### config.mk
export PLATFORM = sky130hd
export DESIGN_NAME = ram_file_arbiter
export DESIGN_NICKNAME = d
export VERILOG_FILES = /design/src/rtl/ram_file_arbiter.sv
export SDC_FILE = /design/constraint.sdc
export NUM_CORES = 1
export LEC_CHECK = 0
export ABC_AREA = 0
export CAP_MARGIN = 20
export CORE_MARGIN = 4
export CORE_UTILIZATION = 39
export DETAILED_ROUTE_END_ITERATION = 8
export GPL_TIMING_DRIVEN = 0
export PLACE_DENSITY_LB_ADDON = 0.2
export SETUP_SLACK_MARGIN = 0.2
export SYNTH_ARGS = -nofsm -noshare
export SYNTH_HDL_FRONTEND = slang
export SYNTH_SLANG_ARGS = --single-unit
export TNS_END_PERCENT = 50
### constraint.sdc
create_clock -name clk -period 2.8 [get_ports clk]
set_input_delay 0.56 -clock clk [delete_from_list [all_inputs] [get_ports clk]]
set_output_delay 0.56 -clock clk [all_outputs]
set_load 0.01 [all_outputs]
### src/rtl/ram_file_arbiter.sv
// rtl/ram_file_arbiter.sv - CPU/debug arbiter in front of a single-port file-register RAM
module ram_file_arbiter #(
  parameter int ADDR_WIDTH     = 9,
  parameter int DATA_WIDTH     = 8,
  parameter int CLEAR_ON_RESET = 1,
  parameter int STARVE_LIMIT   = 15
) (
  input  logic                  clk,
  input  logic                  rst_n,
  input  logic                  cpu_req,
  input  logic                  cpu_wr_en,
  input  logic [ADDR_WIDTH-1:0] cpu_addr,
  input  logic [DATA_WIDTH-1:0] cpu_data_in,
  output logic                  cpu_ready,
  output logic [DATA_WIDTH-1:0] cpu_data_out,
  input  logic                  dbg_req,
  input  logic                  dbg_wr_en,
  input  logic [ADDR_WIDTH-1:0] dbg_addr,
  input  logic [DATA_WIDTH-1:0] dbg_data_in,
  output logic                  dbg_ack,
  output logic [DATA_WIDTH-1:0] dbg_data_out,
  output logic                  clear_busy,
  output logic [ADDR_WIDTH-1:0] ram_addr,
  output logic                  ram_wr_en,
  output logic [DATA_WIDTH-1:0] ram_data_in,
  input  logic [DATA_WIDTH-1:0] ram_data_out
);

  // Wide enough to hold STARVE_LIMIT itself.
  localparam int SW = $clog2(STARVE_LIMIT + 2);

  typedef enum logic {S_CLEAR = 1'b0, S_RUN = 1'b1} state_t;

  localparam state_t RESET_STATE = (CLEAR_ON_RESET != 0) ? S_CLEAR : S_RUN;

  state_t                state_q, state_d;
  logic [ADDR_WIDTH-1:0] clr_cnt_q, clr_cnt_d;
  logic [SW-1:0]         starve_q, starve_d;
  logic                  dbg_out_q, dbg_out_d;
  logic [ADDR_WIDTH-1:0] addr_hold_q, addr_hold_d;

  logic dbg_free;
  logic forced;
  logic issue;
  logic cpu_sel;

  // A debug request may only be considered when nothing is awaiting its ack;
  // the ack cycle therefore ignores dbg_req, giving one issue per two cycles.
  assign dbg_free = (state_q == S_RUN) && dbg_req && !dbg_out_q;
  assign forced   = dbg_free && (starve_q == SW'(STARVE_LIMIT));
  assign issue    = dbg_free && (forced || !cpu_req);
  assign cpu_sel  = (state_q == S_RUN) && cpu_req && !forced;

  // State register: all flops, asynchronously reset.
  always_ff @(posedge clk or negedge rst_n) begin
    if (!rst_n) begin
      state_q     <= RESET_STATE;
      clr_cnt_q   <= '0;
      starve_q    <= '0;
      dbg_out_q   <= 1'b0;
      addr_hold_q <= '0;
    end else begin
      state_q     <= state_d;
      clr_cnt_q   <= clr_cnt_d;
      starve_q    <= starve_d;
      dbg_out_q   <= dbg_out_d;
      addr_hold_q <= addr_hold_d;
    end
  end

  // Next state: sweep the clear counter, then count cycles a debug request waits.
  always_comb begin
    state_d     = state_q;
    clr_cnt_d   = clr_cnt_q;
    starve_d    = starve_q;
    dbg_out_d   = issue;
    addr_hold_d = ram_addr;
    if (state_q == S_CLEAR) begin
      clr_cnt_d = clr_cnt_q + 1'b1;
      if (clr_cnt_q == '1) begin
        state_d = S_RUN;
      end
    end else if (issue) begin
      starve_d = '0;
    end else if (dbg_free) begin
      starve_d = starve_q + 1'b1;
    end
  end

  // Outputs: RAM port is a pure mux of the winning source; reset forces it quiet.
  always_comb begin
    ram_addr    = addr_hold_q;
    ram_wr_en   = 1'b0;
    ram_data_in = '0;
    cpu_ready   = 1'b0;
    clear_busy  = 1'b0;
    if (state_q == S_CLEAR) begin
      ram_addr   = clr_cnt_q;
      ram_wr_en  = 1'b1;
      clear_busy = 1'b1;
    end else begin
      cpu_ready = !forced;
      if (issue) begin
        ram_addr    = dbg_addr;
        ram_wr_en   = dbg_wr_en;
        ram_data_in = dbg_data_in;
      end else if (cpu_sel) begin
        ram_addr    = cpu_addr;
        ram_wr_en   = cpu_wr_en;
        ram_data_in = cpu_data_in;
      end
    end
    if (!rst_n) begin
      ram_addr    = '0;
      ram_wr_en   = 1'b0;
      ram_data_in = '0;
      cpu_ready   = 1'b0;
    end
  end

  assign dbg_ack      = dbg_out_q;
  assign dbg_data_out = dbg_out_q ? ram_data_out : '0;
  assign cpu_data_out = ram_data_out;

endmodule

==> metrics.txt <==
Synth Area in Compound Gates 23.9%; VDD IR max approximately 0.00026 V; unrepaired setup endpoints after global routing true; Core Util, Final between 70 and 80%; P&R area growth vs syn 81.7%; Post-Synth XOR/XNOR Area 4.44%; vias per std cell around 5.3; Maximum Capacitance Violations 0; measured slew at the worst slew-check pin 0.627 ns; Fin. Hold Viols 0; top cells by count, synth 25 x dfrtp_1, 21 x o21ai_0, 17 x nand2_1; Peak Freq 358 MHz; Netlist cell types 36; Slew HR about three fifths; routed wire length per instance 16.8 um; placed insts 310; Finished Layout Cells 336; Post-route DRC 0; vias in the first global route 1577; Avg Cell Area, Syn 8.91 um^2; Die Area about 5100 um^2; CP Data Required Time 2.24 ns; H-tree levels 1; Synth Register Bits 25; reg2reg path depth 9; largest family of logic cells by synthesized area compound AO/OA/AOI/OAI gates; overall global routing resource usage between 10% and 20%; clk sinks 25; core area 3770 um^2; Setup Viol. Count Final 0; largest net degree at the start of global routing 19; Post-synth EDFFs 0; most common cell in the netlist dfrtp_1; Initial Utilization 41.8%; Reg clk slew, reported paths 0.10 ns; Yosys warning count 0; DP HPWL about 3.8 mm; CP startpoint kind register; P per Cell Area about 260 nW/um^2; Post-Syn Area roughly 1600 um^2; CTS Buffer Depth 2; count of buffers from port buffering 84; Synth top area share 39.7%; Setup Skew 0.0133 ns; TNS Setup 0 ns; First-pass DRT Iterations 4; outcome finished clean; GP Congestion approximately 0.81; ANT cells 0; CP Capture Type output pin; initial antenna violation count 0; Final period util between 90 and 100%; Simple-Gate Fraction of Synth Area 18.7%; LEAKAGE 1.23 nW; critical-path cell list ha_2 > and3_4 > ha_4 > nand3b_1 > buf_4 > o21ai_1 > a2bb2oi_2 > o21ai_2 > buf_2; CP max stage cell dfrtp_1; crit path DAT about 2.2 ns; post-cts hold buffer count 0; TritonCTS Buffers 3; global-route wire length before repair about 7.8 mm; fraction of layout cells with a size suffix above 1 between 30% and 40%; fraction of registers with async set/reset between 90% and 100%; vias post-DR 1768; Worst Path Class, Setup reg2out; sequential-to-total area share from yosys stat around two fifths; Cells after Synth around 180; CTS tree done; Slew Viols, Final 0; GRT overflow 0; Place WS -0.828 ns; syn_nets 229; Pwr Total between 0.0007 and 0.0008 W; Setup WS post-layout about 0.0075 ns; post-synth top area cell dfrtp_1; top post-synthesis cells by area dfrtp_1 40%, o21ai_0 6.7%, a2bb2oi_1 4.4%, buf_4 4.3%, nand2_1 4.0%; CTS Root Cell clkbuf_8; Die H about 72 um; worst hold path class in2async; post-synthesis adder-cell area fraction 3.17%; Die W 71.6 um; Max FO, Critical Path 5; Final min period 2.79 ns; Routed Antenna Nets 0; peak per-stage delay on the critical path ~0.4 ns; Starting DRT DRC Count 60; final wirelength approximately 5.6 mm; multiplexer share of the synthesized area slightly above 2%; IO Pins 85; worst-skew pair later-pin latency roughly 0.28 ns; row cnt 22; Top FF cell, synth dfrtp_1; Post-layout nets ~340
[worst paths after layout]
check,slack [ns],to,start
worst max register to register,0.81,addr_hold_q[6]$_DFF_PN0_,starve_q[0]$_DFFE_PN0P_
worst max-delay path,0.008,ram_addr[3],starve_q[0]$_DFFE_PN0P_
worst min-delay path,0.16,state_q$_DFF_PN0_,rst_n
worst min register to register,0.49,starve_q[3]$_DFFE_PN0P_,starve_q[3]$_DFFE_PN0P_
min in group clk,0.49,starve_q[3]$_DFFE_PN0P_,starve_q[3]$_DFFE_PN0P_
max in group asynchronous,2.21,starve_q[2]$_DFFE_PN0P_,rst_n
[where the power goes]
| group | switching, W | internal, W | leakage (nW) |
|---|---|---|---|
| registers | 0.000000999 | 0.000362 | 0.331 |
| clock network | 0.000125 | 0.000104 | 0.0261 |
| logic | 0.0000525 | 0.0000959 | 0.872 |
| total | 0.000178 | 0.000563 | 1.23 |
[metal layers]
metal	vias to the layer above	wire [um]	GRT usage, %
li1	849	-	-
met1	848	2270	23.8
met2	65	2970	34.7
met3	6	354	3.51
met4	0	44	2.51
met5	-	0	0
[state kept, by name, indices dropped and copies added, names as in the netlist]
signal and cells:
addr_hold_q 9, clr_cnt_q 9, starve_q 5, dbg_ack 1, state_q 1
[cell usage in the layout (no fill, tap or decap), types with 4 or more instances in the layout]
cell type / count
buf_2: 20
o21ai_2: 12
a2bb2oi_2: 8
and2_1: 10
nand3_1: 6
o21ai_0: 12
xnor2_1: 5
clkdlybuf4s50_1: 63
o21ai_1: 4
buf_4: 25
nand2_1: 16
dfrtp_1: 25
a21oi_1: 8
nor2_1: 11
buf_6: 8
a22oi_2: 5
[critical path: cells and delay by family (launching register included)]
kind            cells  cell delay [ns]
compound gates      3             0.36
fa+ha+maj           2             0.37
buf+inv             2             0.37
flops               1             0.40
simple gates        2             0.47
[kinds of logic (layout without fill, tap and decap cells)]
group | after synthesis | count (layout)
AOI/OAI and AO/OA | 59 | 59
xor gates and xnor gates | 8 | 8
and+or+nand+nor | 58 | 58
DFF | 25 | 25
adders and majority gates | 4 | 4
muxes | 3 | 3
buffers and inverters | 20 | 131
[layout make-up]
class                           count  area (um^2)
Multi-Input combinational cell    132         1020
Timing Repair Buffer              107          963
Inverter                            3         16.3
Clock inverter                      1         8.76
Sequential cell                    25          626
Buffer                             17          133
Fill cell                         269          907
Tap cell                           48         60.1
Clock buffer                        3         41.3
[through the flow]
stage | hold slack (ns) | instance area, um^2
5_1_grt | 0.178 | 2860
6_report | 0.160 | 2860
2_1_floorplan | 0.264 | 1580
3_3_place_gp | 0.460 | 2480
4_1_cts | 0.168 | 2660
3_5_place_dp | 0.468 | 2490
[timing repair]
item / CTS / global route
buffers inserted: 9 / 11
pin swaps: 13 / 14
endpoints found under the setup margin: 19 / 19
gates cloned: 0 / 2
gates resized for setup: 91 / 49
Power figures use the tool's default switching activity.
